## config.mk

```make
export PLATFORM = sky130hd
export DESIGN_NAME = cu_micro_sequencer
export DESIGN_NICKNAME = d
export VERILOG_FILES = /design/src/rtl/cu_micro_sequencer.sv
export SDC_FILE = /design/constraint.sdc
export NUM_CORES = 1
export LEC_CHECK = 0
export CORE_MARGIN = 2
export CORE_UTILIZATION = 37
export DETAILED_ROUTE_END_ITERATION = 8
export PLACE_DENSITY_LB_ADDON = 0.2
export SLEW_MARGIN = 20
export SYNTH_ARGS = -nofsm -noshare
export SYNTH_HDL_FRONTEND = slang
export SYNTH_SLANG_ARGS = --single-unit
```

## constraint.sdc

```tcl
create_clock -name clk -period 2 [get_ports clk]
set_clock_uncertainty 0.2 [all_clocks]
set_input_delay 0.2 -clock clk [delete_from_list [all_inputs] [get_ports clk]]
set_output_delay 0.2 -clock clk [all_outputs]
set_load 0.03 [all_outputs]
```

## src/rtl/cu_micro_sequencer.sv

```systemverilog
// Control-unit micro-sequencer: latches one decoded instruction and issues base..base+ucnt addresses, one per cycle.
// Latency: the first micro-op is presented one cycle after its packet is accepted. Back-to-back packets add no bubble.
// Backpressure: while ex_ready is low, every output holds. cu_ready is high only when the current sequence is done.
//
// Ports:
//   clk, rst                    clock and synchronous active-high reset
//   flush_pipeline              aborts the current sequence and discards the incoming packet
//   dec_ready                   qualifies idecode_cu_interface; the packet is ignored while this is low
//   idecode_cu_interface[91:0]  {pred, branch_addr, addr_not_taken, micro_code, ucnt, uaddr, instr}
//   ex_ready                    downstream consumes the presented micro-op in this cycle
//   cu_ready                    combinational; this cycle can accept a new packet
//   uop_*                       presented micro-op, plus the instruction and branch fields latched with it
module cu_micro_sequencer #(
  parameter int                 UADDR_W  = 8,
  parameter int                 CNT_W    = 3,
  parameter logic [UADDR_W-1:0] NOP_ADDR = 8'hFF
) (
  input  logic               clk,
  input  logic               rst,
  input  logic               flush_pipeline,
  input  logic               dec_ready,
  input  logic [91:0]        idecode_cu_interface,
  input  logic               ex_ready,
  output logic               cu_ready,
  output logic               uop_valid,
  output logic [UADDR_W-1:0] uop_addr,
  output logic               uop_last,
  output logic [31:0]        uop_instr,
  output logic [7:0]         uop_addr_not_taken,
  output logic [7:0]         uop_branch_addr,
  output logic               uop_branch_pred
);

  typedef enum logic {IDLE = 1'b0, ISSUE = 1'b1} state_e;

  // Packet field unpacking
  logic [31:0]        pkt_instr;
  logic [UADDR_W-1:0] pkt_uaddr;
  logic [CNT_W-1:0]   pkt_ucnt;
  logic [7:0]         pkt_not_taken;
  logic [7:0]         pkt_branch_addr;
  logic               pkt_branch_pred;
  logic               unused_micro_code;

  assign pkt_instr         = idecode_cu_interface[31:0];
  assign pkt_uaddr         = idecode_cu_interface[32 +: UADDR_W];
  assign pkt_ucnt          = idecode_cu_interface[40 +: CNT_W];
  assign pkt_not_taken     = idecode_cu_interface[82:75];
  assign pkt_branch_addr   = idecode_cu_interface[90:83];
  assign pkt_branch_pred   = idecode_cu_interface[91];
  // The micro_code field is carried by decode but has no consumer here.
  assign unused_micro_code = ^idecode_cu_interface[74:43];

  state_e             state_q, state_d;
  logic [UADDR_W-1:0] uop_addr_q, uop_addr_d;
  logic [CNT_W-1:0]   remaining_q, remaining_d;
  logic               uop_last_q, uop_last_d;
  logic [31:0]        instr_q, instr_d;
  logic [7:0]         not_taken_q, not_taken_d;
  logic [7:0]         branch_addr_q, branch_addr_d;
  logic               branch_pred_q, branch_pred_d;

  logic done;
  logic accept;
  logic advance;

  // The sequence is finished when nothing is presented, or when its last
  // micro-op is consumed in this cycle. That makes back-to-back issue possible.
  assign done     = (state_q == IDLE) | (uop_last_q & ex_ready);
  assign cu_ready = ~rst & ~flush_pipeline & done;
  assign accept   = cu_ready & dec_ready & (pkt_uaddr != NOP_ADDR);
  assign advance  = (state_q == ISSUE) & ex_ready & ~uop_last_q;

  // State register
  always_ff @(posedge clk) begin
    if (rst) begin
      state_q       <= IDLE;
      uop_addr_q    <= NOP_ADDR;
      remaining_q   <= '0;
      uop_last_q    <= 1'b0;
      instr_q       <= '0;
      not_taken_q   <= '0;
      branch_addr_q <= '0;
      branch_pred_q <= 1'b0;
    end else begin
      state_q       <= state_d;
      uop_addr_q    <= uop_addr_d;
      remaining_q   <= remaining_d;
      uop_last_q    <= uop_last_d;
      instr_q       <= instr_d;
      not_taken_q   <= not_taken_d;
      branch_addr_q <= branch_addr_d;
      branch_pred_q <= branch_pred_d;
    end
  end

  // Next-state logic
  always_comb begin
    state_d = state_q;
    if (flush_pipeline) begin
      state_d = IDLE;
    end else if (accept) begin
      state_d = ISSUE;
    end else if ((state_q == ISSUE) && ex_ready && uop_last_q) begin
      state_d = IDLE;
    end
  end

  // Datapath next values. Flush takes priority over accept and over advance.
  always_comb begin
    uop_addr_d    = uop_addr_q;
    remaining_d   = remaining_q;
    uop_last_d    = uop_last_q;
    instr_d       = instr_q;
    not_taken_d   = not_taken_q;
    branch_addr_d = branch_addr_q;
    branch_pred_d = branch_pred_q;
    if (flush_pipeline) begin
      uop_addr_d  = NOP_ADDR;
      remaining_d = '0;
      uop_last_d  = 1'b0;
    end else if (accept) begin
      uop_addr_d    = pkt_uaddr;
      remaining_d   = pkt_ucnt;
      uop_last_d    = (pkt_ucnt == '0);
      instr_d       = pkt_instr;
      not_taken_d   = pkt_not_taken;
      branch_addr_d = pkt_branch_addr;
      branch_pred_d = pkt_branch_pred;
    end else if (advance) begin
      // Address arithmetic wraps modulo 2^UADDR_W.
      uop_addr_d  = uop_addr_q + UADDR_W'(1);
      remaining_d = remaining_q - CNT_W'(1);
      uop_last_d  = (remaining_q == CNT_W'(1));
    end else if ((state_q == ISSUE) && ex_ready && uop_last_q) begin
      uop_addr_d  = NOP_ADDR;
      remaining_d = '0;
      uop_last_d  = 1'b0;
    end
  end

  // Outputs
  always_comb begin
    uop_valid          = (state_q == ISSUE);
    uop_addr           = uop_addr_q;
    uop_last           = uop_last_q;
    uop_instr          = instr_q;
    uop_addr_not_taken = not_taken_q;
    uop_branch_addr    = branch_addr_q;
    uop_branch_pred    = branch_pred_q;
  end

endmodule
```

---- Yosys cells after proc, flatten, opt, wreduce, memory -nomap -nowiden ----
Index checks and enable logic that the tools add are counted.
word-level totals
  bits in latches ......................... 0
  word-level logic and storage cells ...... 41
  memories kept ........................... 0
  output and inout port bits .............. 60
  bits of input ports ..................... 97
  register bits after elaboration ......... 62
  bits in writable memories ............... 0
  ROM bits ................................ 0
operators by class
  shift operators ......................... 0
  $add $sub $neg .......................... 2
  equal/unequal tests ..................... 2
  div/mod/pow operators ................... 0
  reduce and logical (&&, ||, !) cells .... 7
  bitwise logic cells ..................... 12
  multiplexer cells ....................... 10
  multiply operators ...................... 0
  $lt $le $gt $ge ......................... 0
operator list
  cell                                                                    count
  8-bit two-way mux                                                       3
  3-bit two-way mux                                                       3
  8-bit by 1-bit adder with 8-bit output (second input constant)          1
  8-bit != test (second input constant)                                   1
  1-bit AND                                                               7
  1-bit two-way mux                                                       4
  1-bit inverter                                                          4
  3-bit by 1-bit equality test with 1-bit output (second input constant)  1
  3-bit logical NOT                                                       1
  3-bit nonzero test                                                      1
  3-bit by 1-bit subtractor with 3-bit output (second input constant)     1
  1-bit logical AND                                                       2
  2-bit AND reduction                                                     1
  2-bit nonzero test                                                      1
  2-bit OR reduction                                                      1
  1-bit bitwise OR                                                        1

---- Depth between registers and ports, before layout ----
  word-level depth ........................ 6
  depth in mapped cells ................... 7
  depth with buffers taken out ............ 6

---- Worst setup path after synthesis ----
No wires, ideal clock.
  kind .................................... register -> register
  start point ............................. register uop_last_q, in the netlist uop_last
  end point ............................... register uop_addr_q[3], in the netlist uop_addr[3]
  stages on the path, launching flop included .. 8
  path slack .............................. 200 ps
  required time ........................... 1676 ps
  data arrival time ....................... 1476 ps
  path buffers ............................ 3
  library setup time ...................... 124 ps
  clock period less this slack ............ 1800 ps
  cells stage by stage .................... dfxtp_1 > buf_2 > a21bo_4 > o2111ai_2 > buf_6 > buf_6 > a31oi_1 > o21ai_0
on the way
  cells in the longest elaborated chain, start to end .. 6
  elaborated cells between the ends (all ways) .. 11
  those cells by class .................... 2 x mux; 7 x bitwise; 2 x reduce/logical
RTL lines
  item                                                                      RTL line  source
  from (decl)                                                               57        logic uop_last_q, uop_last_d;
  from (signal assigned)                                                    89        uop_last_q <= uop_last_d;
  1-bit AND                                                                 69        assign done = (state_q == IDLE) | (uop_last_q & ex_ready);
  1-bit bitwise OR                                                          69
  1-bit AND                                                                 70        assign cu_ready = ~rst & ~flush_pipeline & done;
  1-bit AND (2 in series)                                                   71        assign accept = cu_ready & dec_ready & (pkt_uaddr != NOP_ADDR);
  3-bit nonzero test (no line) / 8-bit two-way mux (equally long branches)  --
  to (signal assigned)                                                      87        uop_addr_q <= uop_addr_d;
  to (decl)                                                                 55        logic [UADDR_W-1:0] uop_addr_q, uop_addr_d;
Several ways; a longest one is shown, not always the timed one.
A chain may end at the register's enable or synchronous reset.

---- Worst setup path after layout ----
  start point ............................. register state_q, in the netlist uop_valid
  end point ............................... output port uop_valid
RTL lines
  item                    RTL line  source
  from (decl)             54        state_e state_q, state_d;
  from (signal assigned)  86        state_q <= state_d;
  to (decl)               25        output logic uop_valid,
No word-level cell between the ends.

==> impl_metrics.csv <==
group,metric,value,unit
status,status,"finished clean",
worst_setup_path,timing.critical_path.from,"uop_valid$_SDFFE_PP0P_",
worst_setup_path,cp_num_buf_inv,1,
logic_synthesis,synth_top_area_share,48.3,%
drt,antenna_left,0,
job,maxCapViolCount,0,
clock_network,post_cts_buffers,0,
drt,via_per_inst,4.98,
drt,first_pass_iters,4,
timing,period_minus_slack,1940,ps
global_route,antenna_found_initial,0,
timing,tightest_slew,404,ps
logic_synthesis,syn_avg_cell_area,8.13,sq um
drt,drt_iter0_markers,98,
logic_synthesis,syn-cell-area,2570,sq um
floorplanning,die_y,87.3,um
timing,finalMaxSlewViolations,0,
clock_network,cts.clk_slew.worst_paths,70,ps
global_route,grt_pass1_vias,2489,
power,max-vdd-ir-drop,424,uV
clock_network,numCtsBuffers,9,
clock_network,root_buffer,"clkbuf_8",
logic_synthesis,synth_top_area_cell,"dfxtp_1",
floorplanning,die_w,87.3,um
clock_network,cts_buffer_depth,2,
final_layout,fin_nets,546,
floorplanning,io_pins,157,
worst_setup_path,reg2regPathDepth,6,
global_route,grt_overflow_total,0,
logic_synthesis,ys_types,35,
timing,finalSetupViolations,0,
final_layout,syn_to_final_growth,59.7,%
worst_hold_path,whs_path_depth,4,
floorplanning,rows,30,
worst_hold_path,hp-class,"primary input to flip-flop",
timing,tns,0,ps
timing,rsz0062_at_grt,"false",
final_layout,fill_cells,617,
worst_hold_path,hold_end,"uop_addr[0]$_SDFFE_PP1P_",
worst_setup_path,r2r-start,"uop_valid$_SDFFE_PP0P_",
drt,routed_wl,7180,um
timing,slew_headroom,73.0,%
worst_setup_path,criticalPathCategory,"flip-flop to output port",
worst_setup_path,max_stage_delay,730,ps
final_layout,diodes,0,
global_route,grt_start_max_net_pins,30,
placed_design,place_ws,-19.0,ps
clock_network,numClockSinks,62,
logic_synthesis,yosysMostFrequentCell,"nand2_1",
floorplanning,core_area,6760,sq um
clock_network,h-tree-depth,3,
clock_network,post_cts_resized,0,
global_route,grtUsageTotal,18.9,%
worst_setup_path,cp-end-kind,"output port",
final_layout,multi_input_area,1170,sq um
worst_setup_path,slowest_stage,"clkdlybuf4s50_1",
drt,via_count,2644,
worst_setup_path,worstReg2RegEnd,"uop_instr[30]$_SDFFE_PP0P_",
worst_setup_path,crit_fanout,8,
clock_network,clk_latency,330,ps
final_layout,final_util,60.8,%
logic_synthesis,ys.flop_type,"dfxtp_1",
placed_design,place.port_buffers,124,
worst_setup_path,r2r_slack,290,ps
power,power_density,664,nW/um^2
logic_synthesis,netlist_instances,316,
placed_design,gp_congestion,0.767,
worst_setup_path,cp.required,1600,ps
logic_synthesis,synth-seq-area-share,48.3,%
timing,fin_crit_sh,96.9,%
floorplanning,dieArea,7630,sq um
worst_setup_path,crit_chain,"clkdlybuf4s50_1",
final_layout,seq_area,1240,sq um
logic_synthesis,synth_seq_cells,62,
logic_synthesis,mappedNetlistNets,416,
worst_setup_path,arrival,1540,ps
power,leakagePower,1.49,nW
logic_synthesis,synthTopCellsByArea,"dfxtp_1 (48%), nand2_1 (15%), a21oi_1 (11%)",
clock_network,cts_tree,"done",
logic_synthesis,ys_async_sr_fraction,0,%
floorplanning,initial_core_util,38.0,%
logic_synthesis,synth_common_cells,"nand2_1 (103), dfxtp_1 (62), a21oi_1 (55)",
worst_hold_path,hold_path_startpoint,"rst",
drt,wl_per_cell,13.5,um
logic_synthesis,synth_edf_count,0,
placed_design,dp_hpwl,5190,um
logic_synthesis,synth_warnings,0,
timing,timing.final.ws_setup,62.1,ps
worst_setup_path,cp.depth,1,
final_layout,drive_gt1_share,9.53,%
worst_setup_path,path_delay_family,"buffers and inverters",
worst_setup_path,start_kind,"flip-flop",
timing,timing.final.hold_violations,0,
drt,drc,0,
global_route,grt_pass1_wl,11400,um
timing,fmax,0.516,GHz
clock_network,ctsHoldBuffers,0,
cell type report:
| class | count | area share [%] |
|---|---|---|
| Timing Repair Buffer | 142 | 34.6 |
| Sequential cell | 62 | 30.2 |
| Multi-Input combinational cell | 228 | 28.4 |
| Clock buffer | 12 | 3.54 |
| Inverter | 3 | 0.274 |
| Tap cell | 80 | 2.44 |
| Clock inverter | 4 | 0.549 |
cells by family (layout without fill, tap and decap cells):
family / after synthesis / count (layout) / share of synthesized area [%]
AND/OR/NAND/NOR: 138 / 138 / 22.6
buffers and inverters: 26 / 161 / 6.82
flip-flops: 62 / 62 / 48.3
adder cells (fa/ha/maj): 3 / 3 / 1.46
multiplexers: 5 / 5 / 2.00
AO/OA/AOI/OAI: 82 / 82 / 18.8
report_power, final:
| part | switching (W) | internal, W | leakage (nW) |
|---|---|---|---|
| Sequential | 0.0000264 | 0.00127 | 0.504 |
| Clock | 0.000473 | 0.000478 | 0.0861 |
| Combinational | 0.000225 | 0.000250 | 0.901 |
metal layers:
layer / part of all wire, % / track usage, % / vias to the layer above
met5: 0 / 0 / -
met4: 0.81 / 7.13 / 0
met3: 8.2 / 5.78 / 7
met2: 48 / 31.6 / 100
met1: 43 / 22.6 / 1210
li1: - / - / 1327
worst max-delay path by stage:
stage	slack [ps]	endpoint
2_1_floorplan	200	uop_addr[3]$_SDFFE_PP1P_
3_3_place_gp	2	remaining_q[1]$_SDFFE_PP0P_
3_5_place_dp	-20	uop_instr[27]$_SDFFE_PP0P_
4_1_cts	50	uop_valid
5_1_grt	8	uop_valid
6_report	60	uop_valid
worst min-delay path: stages:
cell and delay, ps:
buf_2 130, nor2_4 60, buf_4 150, o21ai_1 60
sequential cells by signal, summed over array words and instances, names as in the netlist:
signal,count
uop_instr,32
uop_branch_addr,8
uop_valid,1
uop_addr,8
uop_addr_not_taken,8
uop_branch_pred,1
remaining_q,3
uop_last,1
layout by cell type, fill, tap and decap left out, types with 2 or more instances in the layout:
cell | synthesis | routed
clkdlybuf4s50_1 | 0 | 122
nand2_1 | 103 | 103
dfxtp_1 | 62 | 62
a21oi_1 | 55 | 55
buf_4 | 1 | 15
nor3_1 | 10 | 10
clkbuf_8 | 0 | 10
nor2_1 | 8 | 8
o21a_1 | 5 | 5
o21ai_0 | 5 | 5
nand3_1 | 5 | 5
nand4_1 | 4 | 4
mux2i_1 | 4 | 4
a31oi_1 | 4 | 4
buf_12 | 0 | 4
inv_1 | 3 | 3
a211oi_1 | 3 | 3
ha_1 | 3 | 3
clkinv_2 | 0 | 3
and2_1 | 2 | 2
o21ai_1 | 2 | 2
clkbuf_1 | 8 | 2
metrics by stage:
step	power (W)	cell area [sq um]	cells	hold WS [ps]
after floorplan	0.00155	2570	316	114
after global placement	0.00180	3940	515	241
after detailed placement	0.00180	3940	515	246
after CTS	0.00275	4110	531	102
after global routing	0.00284	4110	531	129
final	0.00273	4110	531	118
No activity file was read; power rests on OpenSTA's default activity.
